`src/rtl/fifo_ptr_pkg.sv`:
```
// -----------------------------------------------------------------------------
// fifo_ptr_pkg
// Shared helpers for the async FIFO pointer controllers (wr_ptr_ctrl and
// rd_ptr_ctrl): binary/Gray conversion and the pointer-width derivation.
// The conversions work on a 32-bit container; callers zero-extend their
// pointer in and truncate the result back to their own width. Zero-extension
// is transparent to both conversions, so the result is exact for any
// pointer width up to 32.
// -----------------------------------------------------------------------------
package fifo_ptr_pkg;

    // Pointer width: one extra bit beyond the address distinguishes full from empty.
    function automatic int ptr_w(input int addr_width);
        return addr_width + 32'sd1;
    endfunction

    function automatic logic [31:0] bin2gray(input logic [31:0] bin);
        return bin ^ (bin >> 32'd1);
    endfunction

    // Prefix XOR from the MSB down.
    function automatic logic [31:0] gray2bin(input logic [31:0] gray);
        logic [31:0] bin;
        bin = gray;
        for (int i = 32'sd30; i >= 32'sd0; i--) begin
            bin[i] = bin[i + 1] ^ gray[i];
        end
        return bin;
    endfunction

endpackage

```
`src/rtl/wr_ptr_ctrl_if.sv`:
```
// -----------------------------------------------------------------------------
// wr_ptr_ctrl_if
// Bundle between the write-domain producer side and wr_ptr_ctrl.
//   wr_en         producer write request
//   rd_gray_sync  read Gray pointer, already synchronised into the write clock
//   wr_fire       memory write enable
//   wr_addr       memory write address
//   wr_gray       registered Gray write pointer for the read domain
//   full          registered full flag
//   overflow      sticky write-while-full error
//   almost_full   only with WR_ALMOST_FULL_EN
//   wr_level      only with WR_ALMOST_FULL_EN
// modport master: producer/environment side; modport slave: wr_ptr_ctrl.
// -----------------------------------------------------------------------------
interface wr_ptr_ctrl_if
    import fifo_ptr_pkg::*;
#(
    parameter int ADDR_WIDTH = 4
);
    localparam int PTR_W = ptr_w(ADDR_WIDTH);

    logic                  wr_en;
    logic [PTR_W-1:0]      rd_gray_sync;
    logic                  wr_fire;
    logic [ADDR_WIDTH-1:0] wr_addr;
    logic [PTR_W-1:0]      wr_gray;
    logic                  full;
    logic                  overflow;
`ifdef WR_ALMOST_FULL_EN
    logic                  almost_full;
    logic [PTR_W-1:0]      wr_level;

    modport master (
        output wr_en, rd_gray_sync,
        input  wr_fire, wr_addr, wr_gray, full, overflow, almost_full, wr_level
    );
    modport slave (
        input  wr_en, rd_gray_sync,
        output wr_fire, wr_addr, wr_gray, full, overflow, almost_full, wr_level
    );
`else
    modport master (
        output wr_en, rd_gray_sync,
        input  wr_fire, wr_addr, wr_gray, full, overflow
    );
    modport slave (
        input  wr_en, rd_gray_sync,
        output wr_fire, wr_addr, wr_gray, full, overflow
    );
`endif
endinterface

```
`src/rtl/gray_ptr_counter.sv`:
```
// -----------------------------------------------------------------------------
// gray_ptr_counter
// Binary + Gray pointer pair shared by the FIFO write and read controllers.
//   clk, rst   clock, asynchronous active-high reset
//   inc        advance the pointer by one this edge
//   bin, gray  registered pointers (gray comes straight from a flop)
//   bin_next, gray_next  combinational next-state values
// -----------------------------------------------------------------------------
module gray_ptr_counter
    import fifo_ptr_pkg::*;
#(
    parameter int PTR_W = 5
) (
    input  logic             clk,
    input  logic             rst,
    input  logic             inc,
    output logic [PTR_W-1:0] bin,
    output logic [PTR_W-1:0] gray,
    output logic [PTR_W-1:0] bin_next,
    output logic [PTR_W-1:0] gray_next
);
    logic [PTR_W-1:0] bin_q;
    logic [PTR_W-1:0] gray_q;

    // Next-state pointers; the binary add wraps naturally at 2**PTR_W.
    always_comb begin
        bin_next  = bin_q + {{(PTR_W-1){1'b0}}, inc};
        gray_next = PTR_W'(bin2gray(32'(bin_next)));
    end

    // Pointer registers.
    always_ff @(posedge clk or posedge rst) begin
        if (rst) begin
            bin_q  <= {PTR_W{1'b0}};
            gray_q <= {PTR_W{1'b0}};
        end else begin
            bin_q  <= bin_next;
            gray_q <= gray_next;
        end
    end

    assign bin  = bin_q;
    assign gray = gray_q;
endmodule

```
`src/rtl/wr_ptr_ctrl.sv`:
```
// -----------------------------------------------------------------------------
// wr_ptr_ctrl
// Write-domain pointer/flag controller of the async FIFO.
//   clk   write-domain clock
//   rst   asynchronous active-high reset
//   bus   wr_ptr_ctrl_if.slave: wr_en, rd_gray_sync in; wr_fire, wr_addr,
//         wr_gray, full, overflow (and almost_full, wr_level) out
// Optional feature macro: WR_ALMOST_FULL_EN adds the AF_THRESH parameter and
// the almost_full / wr_level outputs.
// -----------------------------------------------------------------------------
module wr_ptr_ctrl
    import fifo_ptr_pkg::*;
#(
    parameter int ADDR_WIDTH = 4
`ifdef WR_ALMOST_FULL_EN
    ,
    parameter int AF_THRESH  = 12
`endif
) (
    input  logic          clk,
    input  logic          rst,
    wr_ptr_ctrl_if.slave  bus
);
    localparam int PTR_W = ptr_w(ADDR_WIDTH);

    logic [PTR_W-1:0] wr_bin_s;
    logic [PTR_W-1:0] wr_gray_s;
    logic [PTR_W-1:0] bin_next_s;
    logic [PTR_W-1:0] gray_next_s;
    logic [PTR_W-1:0] full_cmp_s;
    logic             wr_fire_s;
    logic             full_q;
    logic             full_d;
    logic             overflow_q;
    logic             overflow_d;

    // A write is accepted only when the registered flag says there is room;
    // a slot freed on this very cycle is not seen until the flag updates.
    assign wr_fire_s = bus.wr_en & ~full_q;

    gray_ptr_counter #(
        .PTR_W     (PTR_W)
    ) u_wr_cnt (
        .clk       (clk),
        .rst       (rst),
        .inc       (wr_fire_s),
        .bin       (wr_bin_s),
        .gray      (wr_gray_s),
        .bin_next  (bin_next_s),
        .gray_next (gray_next_s)
    );

    // Full when the next write pointer is exactly one lap ahead of the read
    // pointer; in Gray code that is the read pointer with its top two bits inverted.
    always_comb begin
        full_cmp_s = {~bus.rd_gray_sync[PTR_W-1:PTR_W-2], bus.rd_gray_sync[PTR_W-3:0]};
        full_d     = (gray_next_s == full_cmp_s);
        overflow_d = overflow_q | (bus.wr_en & full_q);
    end

    // Full and sticky overflow flags.
    always_ff @(posedge clk or posedge rst) begin
        if (rst) begin
            full_q     <= 1'b0;
            overflow_q <= 1'b0;
        end else begin
            full_q     <= full_d;
            overflow_q <= overflow_d;
        end
    end

    assign bus.wr_fire  = wr_fire_s;
    assign bus.wr_addr  = wr_bin_s[ADDR_WIDTH-1:0];
    assign bus.wr_gray  = wr_gray_s;
    assign bus.full     = full_q;
    assign bus.overflow = overflow_q;

`ifdef WR_ALMOST_FULL_EN
    localparam logic [PTR_W-1:0] AF_T = PTR_W'(AF_THRESH);

    logic [PTR_W-1:0] rd_bin_s;
    logic [PTR_W-1:0] level_d;
    logic [PTR_W-1:0] level_q;
    logic             almost_full_d;
    logic             almost_full_q;
    logic             unused_bits_s;

    // Fill level from the (stale) synchronised read pointer: never under-reports.
    always_comb begin
        rd_bin_s      = PTR_W'(gray2bin(32'(bus.rd_gray_sync)));
        level_d       = bin_next_s - rd_bin_s;
        almost_full_d = (level_d >= AF_T);
    end

    // Level and almost-full registers.
    always_ff @(posedge clk or posedge rst) begin
        if (rst) begin
            level_q       <= {PTR_W{1'b0}};
            almost_full_q <= 1'b0;
        end else begin
            level_q       <= level_d;
            almost_full_q <= almost_full_d;
        end
    end

    assign bus.wr_level    = level_q;
    assign bus.almost_full = almost_full_q;
    assign unused_bits_s   = wr_bin_s[PTR_W-1];
`else
    logic unused_bits_s;
    assign unused_bits_s = ^{wr_bin_s[PTR_W-1], bin_next_s};
`endif
endmodule

```
`src/flat_wrapper.sv`:
```
// flat-port wrapper written by rule: the top's interface ports become plain ports
module wr_ptr_ctrl_flat import fifo_ptr_pkg::*;
#(
    parameter int ADDR_WIDTH = 4

)
  (clk, rst, bus_wr_en, bus_rd_gray_sync, bus_wr_fire, bus_wr_addr, bus_wr_gray, bus_full, bus_overflow);
  wr_ptr_ctrl_if #(.ADDR_WIDTH(ADDR_WIDTH)) bus_i ();
  input  logic clk;
  input  logic rst;
  input wire logic [$bits(bus_i.wr_en)-1:0] bus_wr_en;
  input wire logic [$bits(bus_i.rd_gray_sync)-1:0] bus_rd_gray_sync;
  output wire logic [$bits(bus_i.wr_fire)-1:0] bus_wr_fire;
  output wire logic [$bits(bus_i.wr_addr)-1:0] bus_wr_addr;
  output wire logic [$bits(bus_i.wr_gray)-1:0] bus_wr_gray;
  output wire logic [$bits(bus_i.full)-1:0] bus_full;
  output wire logic [$bits(bus_i.overflow)-1:0] bus_overflow;
  assign bus_i.wr_en = bus_wr_en;
  assign bus_i.rd_gray_sync = bus_rd_gray_sync;
  assign bus_wr_fire = bus_i.wr_fire;
  assign bus_wr_addr = bus_i.wr_addr;
  assign bus_wr_gray = bus_i.wr_gray;
  assign bus_full = bus_i.full;
  assign bus_overflow = bus_i.overflow;
  wr_ptr_ctrl #(.ADDR_WIDTH(ADDR_WIDTH)) u_core (.clk(clk), .rst(rst), .bus(bus_i));
endmodule
```
`config.mk`:
```
export PLATFORM = sky130hd
export DESIGN_NAME = wr_ptr_ctrl_flat
export DESIGN_NICKNAME = d
export VERILOG_FILES = /design/src/rtl/fifo_ptr_pkg.sv /design/src/rtl/wr_ptr_ctrl_if.sv /design/src/rtl/gray_ptr_counter.sv /design/src/rtl/wr_ptr_ctrl.sv /design/src/flat_wrapper.sv
export SDC_FILE = /design/constraint.sdc
export NUM_CORES = 1
export LEC_CHECK = 0
export ABC_AREA = 1
export CORE_MARGIN = 2
export CORE_UTILIZATION = 46
export CTS_CLUSTER_DIAMETER = 100
export DETAILED_ROUTE_END_ITERATION = 8
export GPL_TIMING_DRIVEN = 0
export PLACE_DENSITY = 0.83
export SLEW_MARGIN = 10
export SYNTH_ARGS = -nofsm -noshare
export SYNTH_HDL_FRONTEND = slang
export SYNTH_SLANG_ARGS = --single-unit
export TNS_END_PERCENT = 50
```
`constraint.sdc`:
```
create_clock -name clk -period 2.8 [get_ports clk]
set_clock_uncertainty 0.1 [all_clocks]
set_input_delay 0.7 -clock clk [delete_from_list [all_inputs] [get_ports clk]]
set_output_delay 0.7 -clock clk [all_outputs]
set_load 0.02 [all_outputs]
```
Word-level counts from Yosys, hierarchy flattened

Index checks and enable logic that the tools add are counted.

Output and inout port bits: 12
Flip-flop bits (word level): 12

Equality and inequality tests: 1
Add/sub/neg operators: 1
Bitwise operators: 6

Operators by type and width:

| operator    | count |
|---|---|
| $add 5x1->5 | 1 |
| $eq 5x5->1  | 1 |
| $xor 5x4->5 | 1 |
| $and 1x1->1 | 2 |
| $not 2->2   | 1 |
| $not 1->1   | 1 |
| $or 1x1->1  | 1 |

Logic depth before layout (Yosys ltp)

Depth in word-level cells: 5
Mapped depth: 13
Gate-level depth less buffers: 13

Cells and area by module

A second synthesis with hierarchy kept.

Cells, all modules: 63
Area, all modules: 558.0 um2

Modules (own cells, without submodules):

| module           | times used | area each (um2) | cells an instance | sequential area each (um2) |
|---|---|---|---|---|
| gray_ptr_counter | 1          | 416.6           | 42                | 225.2 |
| wr_ptr_ctrl      | 1          | 141.4           | 21                | 50.0 |

Worst setup path before layout

No wires, ideal clock.

Path kind: in2reg
Start: in bus_wr_en
End: reg u_core.full_q (netlist: u_core.bus.full)
Required time: 2629 ps
Path slack: 481 ps
Stages on the path: 11
Arrival time: 2147 ps
Buffers on the path: 0
Path through: inv_1 -> nor2_1 -> ha_1 -> ha_1 -> xnor2_1 -> nand2_1 -> nand2_1 -> nand2_1 -> nor2_2 -> nand2_1 -> nor2_1

Longest elaborated chain between the ends: 4

Ends and longest elaborated chain:

| item                     | line                   | RTL |
|---|---|---|
| start: declaration       | flat_wrapper.sv:11     | `input wire logic [$bits(bus_i.wr_en)-1:0] bus_wr_en;` |
| $and 1x1->1              | wr_ptr_ctrl.sv:39      | `assign wr_fire_s = bus.wr_en & ~full_q;` |
| net bus_wr_fire          | flat_wrapper.sv:13     | `output wire logic [$bits(bus_i.wr_fire)-1:0] bus_wr_fire;` |
| $add 5x1->5              | gray_ptr_counter.sv:27 | `bin_next = bin_q + {{(PTR_W-1){1'b0}}, inc};` |
| net u_core.bin_next_s[1] | wr_ptr_ctrl.sv:28      | `logic [PTR_W-1:0] bin_next_s;` |
| $xor 5x4->5              | fifo_ptr_pkg.sv:18     | `return bin ^ (bin >> 32'd1);` |
| $eq 5x5->1               | wr_ptr_ctrl.sv:57      | `full_d = (gray_next_s == full_cmp_s);` |
| net u_core.full_d        | wr_ptr_ctrl.sv:33      | `logic full_d;` |
| end signal: assignment   | wr_ptr_ctrl.sv:67      | `full_q <= full_d;` |
| end: declaration         | wr_ptr_ctrl.sv:32      | `logic full_q;` |

The timed path passes the listed nets, and every way through them passes these cells.

Final worst setup path

Start: in bus_wr_en
End: reg u_core.full_q (netlist: u_core.bus.full)

Longest elaborated chain between the ends: 4

Ends and longest elaborated chain:

| item                     | line |
|---|---|
| $and 1x1->1              | wr_ptr_ctrl.sv:39 |
| $add 5x1->5              | gray_ptr_counter.sv:27 |
| net u_core.bin_next_s[4] | wr_ptr_ctrl.sv:28 |
| $xor 5x4->5              | fifo_ptr_pkg.sv:18 |
| $eq 5x5->1               | wr_ptr_ctrl.sv:57 |
| net u_core.full_d        | wr_ptr_ctrl.sv:33 |

The timed path passes the listed nets, and every way through them passes these cells.

==> summary.txt <==
Outcome
  – Status: completed

Logic synthesis
  – Top cells by area, synth: dfrtp_1 45%, nand2_1 19%, inv_1 4.9%
  – Warnings from Yosys: 0
  – Yosys reg bits: 11
  – Avg Inst Size Synth: 8.00 um2
  – Register area share after synthesis: 0.453
  – Syn nets: 86
  – Syn Inst Count: 76
  – Top cell type's share of synthesized area: 0.453
  – Netlist cell types: 17
  – Synth Cell Area: 608 um2
  – Cell taking the most area after synthesis: dfrtp_1

Finish
  – Synth-to-layout area growth: 39.3%
  – Final Instance Area: 847 um2
  – Nets@finish: 110
  – Share of cells above drive strength 1: 0.111
  – # fillers: 111
  – ANT cells: 0

Critical path
  – Critical path capture point: u_core.bus.full
  – Max FO, Critical Path: 5
  – Worst EP required: 2.91 ns
  – Worst R2R Start: u_core.bus.full
  – Crit path kind: input pin to flip-flop
  – CP Launch Type: input pin
  – Reg2reg end: u_core.bus.full
  – R2R Setup Slk: 0.87 ns
  – Crit path capture type: flip-flop
  – Critical path launch point: bus_wr_en
  – WP data arrival: 2.57 ns
  – R2R cell count: 11

Clock tree
  – Clock Latency Late Sink: 0.27 ns
  – CTS tree: built
  – Clk slew on worst S/H paths: 0.07 ns
  – Total CTS buffers: 3
  – # clock sinks: 11
  – Clock Tree Buf Depth: 2
  – Clock root cell: clkbuf_4
  – H-tree levels: 1

Timing
  – Final min period: 2.47 ns
  – Worst Max-Slew Pin Slew: 0.412 ns
  – Final setup violation count: 0
  – Final Max Tran Viols: 0
  – Final period util: 0.881
  – RSZ-0062 raised after global routing: false
  – Highest Clock Rate: 0.405 GHz
  – Rel. slew slack: 0.725
  – Final hold violation count: 0
  – Setup_tns: 0 ns

Route
  – Routed WL: 1.28 mm
  – WL per Instance: 11.2 um
  – DRC violation count after routing: 0
  – Antenna-violating nets left: 0
  – Via Count: 554
  – Iteration count of the initial detailed-routing pass: 2
  – Vias/cell: 4.86
  – 1st-iter DRT viols: 2

Place
  – Placed cell area: 817 um2
  – GP Congestion: 0.776
  – DP HPWL: 1.02 mm
  – Port Buffers: 19

Floorplan
  – Die Wd: 40.4 um
  – Row cnt: 13
  – Chip height: 40.4 um
  – I/O Pins: 20
  – Die ar.: 1630 um2
  – Core Box Area: 1270 um2
  – Starting Density: 0.479

Global route
  – Initial antenna violation count: 0
  – GRT Util Overall: 0.191
  – Largest net degree at the start of global routing: 12
  – Number of global-route vias before repair: 484
  – GRT Residual Overflow: 0
  – First-pass GRT wire length: 1.99 mm

Pwr
  – Pwr Density: 1330 nW/um2
  – VDD IR max: 0.770 mV
  – Leak Pwr: 0.441 nW

Job
  – Max cap viols: 0

Min path
  – Min-Delay Path Class: flip-flop to flip-flop
registers in the layout, indices dropped and copies added (netlist names):
| register | count |
|---|---|
| u_core.u_wr_cnt.gray | 4 |
| u_core.bus.overflow | 1 |
| u_core.u_wr_cnt.bin | 5 |
| u_core.bus.full | 1 |
timing repair:
| action | CTS | global route |
|---|---|---|
| setup endpoints to repair | 0 | 1 |
| resized for setup | 0 | 1 |
| hold buffers | 0 | 0 |
| hold endpoints to repair | 0 | 0 |
| buffers inserted | 0 | 0 |
critical path, stage by stage:
cell and delay [ns]:
clkdlybuf4s50_1 0.49, inv_1 0.05, nor2_1 0.11, ha_1 0.24, ha_1 0.27, nand3_1 0.12
nand2_1 0.08, nand2_1 0.13, nand2_1 0.10, nand3b_1 0.09, nand2_1 0.07, nand2_1 0.05
nor2_1 0.08
Yosys cell counts:
cell type   n
a21o_1      1
xnor2_1     2
nand3_1     5
dfrtp_1    11
nor2_2      1
nand2_1    31
inv_2       2
buf_6       1
nand2_2     1
inv_1       8
nand3b_1    1
ha_1        2
nand2_4     1
nor2_1      3
xor2_2      1
nand4_1     4
xor2_1      1
through the flow:
stage               hold WS, ns  cells  setup slack (ns)  total power [mW]   util
global route              0.377    114             0.153              1.22  0.668
finish                    0.356    114             0.334              1.12  0.668
CTS                       0.363    114            0.0271              1.13  0.666
floorplan                 0.452     76             0.481             0.775      -
detailed placement        0.350    110            0.0312              1.02  0.644
global placement          0.343    110            0.0434             0.985  0.644
final cells by class:
| type | instances | area [um2] | share of cell area |
|---|---|---|---|
| flip-flops and latches | 11 | 275 | 0.325 |
| clock inverters | 1 | 5.00 | 0.00591 |
| repair buffers | 19 | 193 | 0.227 |
| well taps | 15 | 18.8 | 0.0222 |
| plain buffers | 1 | 11.3 | 0.0133 |
| inverters | 10 | 37.5 | 0.0443 |
| clock buffers | 3 | 22.5 | 0.0266 |
| multi-input cells | 54 | 284 | 0.335 |
metal layers:
layer,vias up,wire (um),GRT usage
li1,281,-,-
met1,262,546,0.197
met2,9,691,0.345
met3,2,22,0.0333
met4,0,18,0.125
met5,-,0,0
report_power, final:
| part | switching (mW) | internal, mW |
|---|---|---|
| registers | 0.0509 | 0.239 |
| logic | 0.411 | 0.313 |
| clock network | 0.0561 | 0.0530 |
| total | 0.519 | 0.605 |
placed cells by master (no fill, tap or decap):
cell / netlist / final
clkbuf_4: 0 / 3
nand3b_1: 1 / 1
nand2_1: 31 / 31
a21o_1: 1 / 1
inv_2: 2 / 2
inv_1: 8 / 8
clkdlybuf4s50_1: 0 / 18
xor2_2: 1 / 1
nand2_2: 1 / 1
nand4_1: 4 / 4
dlymetal6s2s_1: 0 / 1
nand3_1: 5 / 5
clkinv_2: 0 / 1
buf_6: 1 / 1
nor2_1: 3 / 3
nand2_4: 1 / 1
nor2_2: 1 / 1
dfrtp_1: 11 / 11
xnor2_1: 2 / 2
xor2_1: 1 / 1
ha_1: 2 / 2
cell families after synthesis:
kind of cell	synth area share
AND/OR/NAND/NOR	0.344
buffers and inverters	0.0803
flip-flops	0.453
XOR/XNOR	0.0700
adder cells (fa/ha/maj)	0.0411
AO/OA/AOI/OAI	0.0124
worst min path at each step:
stage	start	end	slack (ns)	cells past startpoint
final	u_core.bus.overflow	u_core.bus.overflow	0.36	1
after global routing	u_core.bus.overflow	u_core.bus.overflow	0.38	1
after CTS	u_core.bus.overflow	u_core.bus.overflow	0.36	1
after detailed placement	u_core.bus.overflow	u_core.bus.overflow	0.35	1
after global placement	u_core.bus.overflow	u_core.bus.overflow	0.34	1
after floorplan	rst	u_core.bus.full	0.45	1
(Power assumes the default switching activity.)
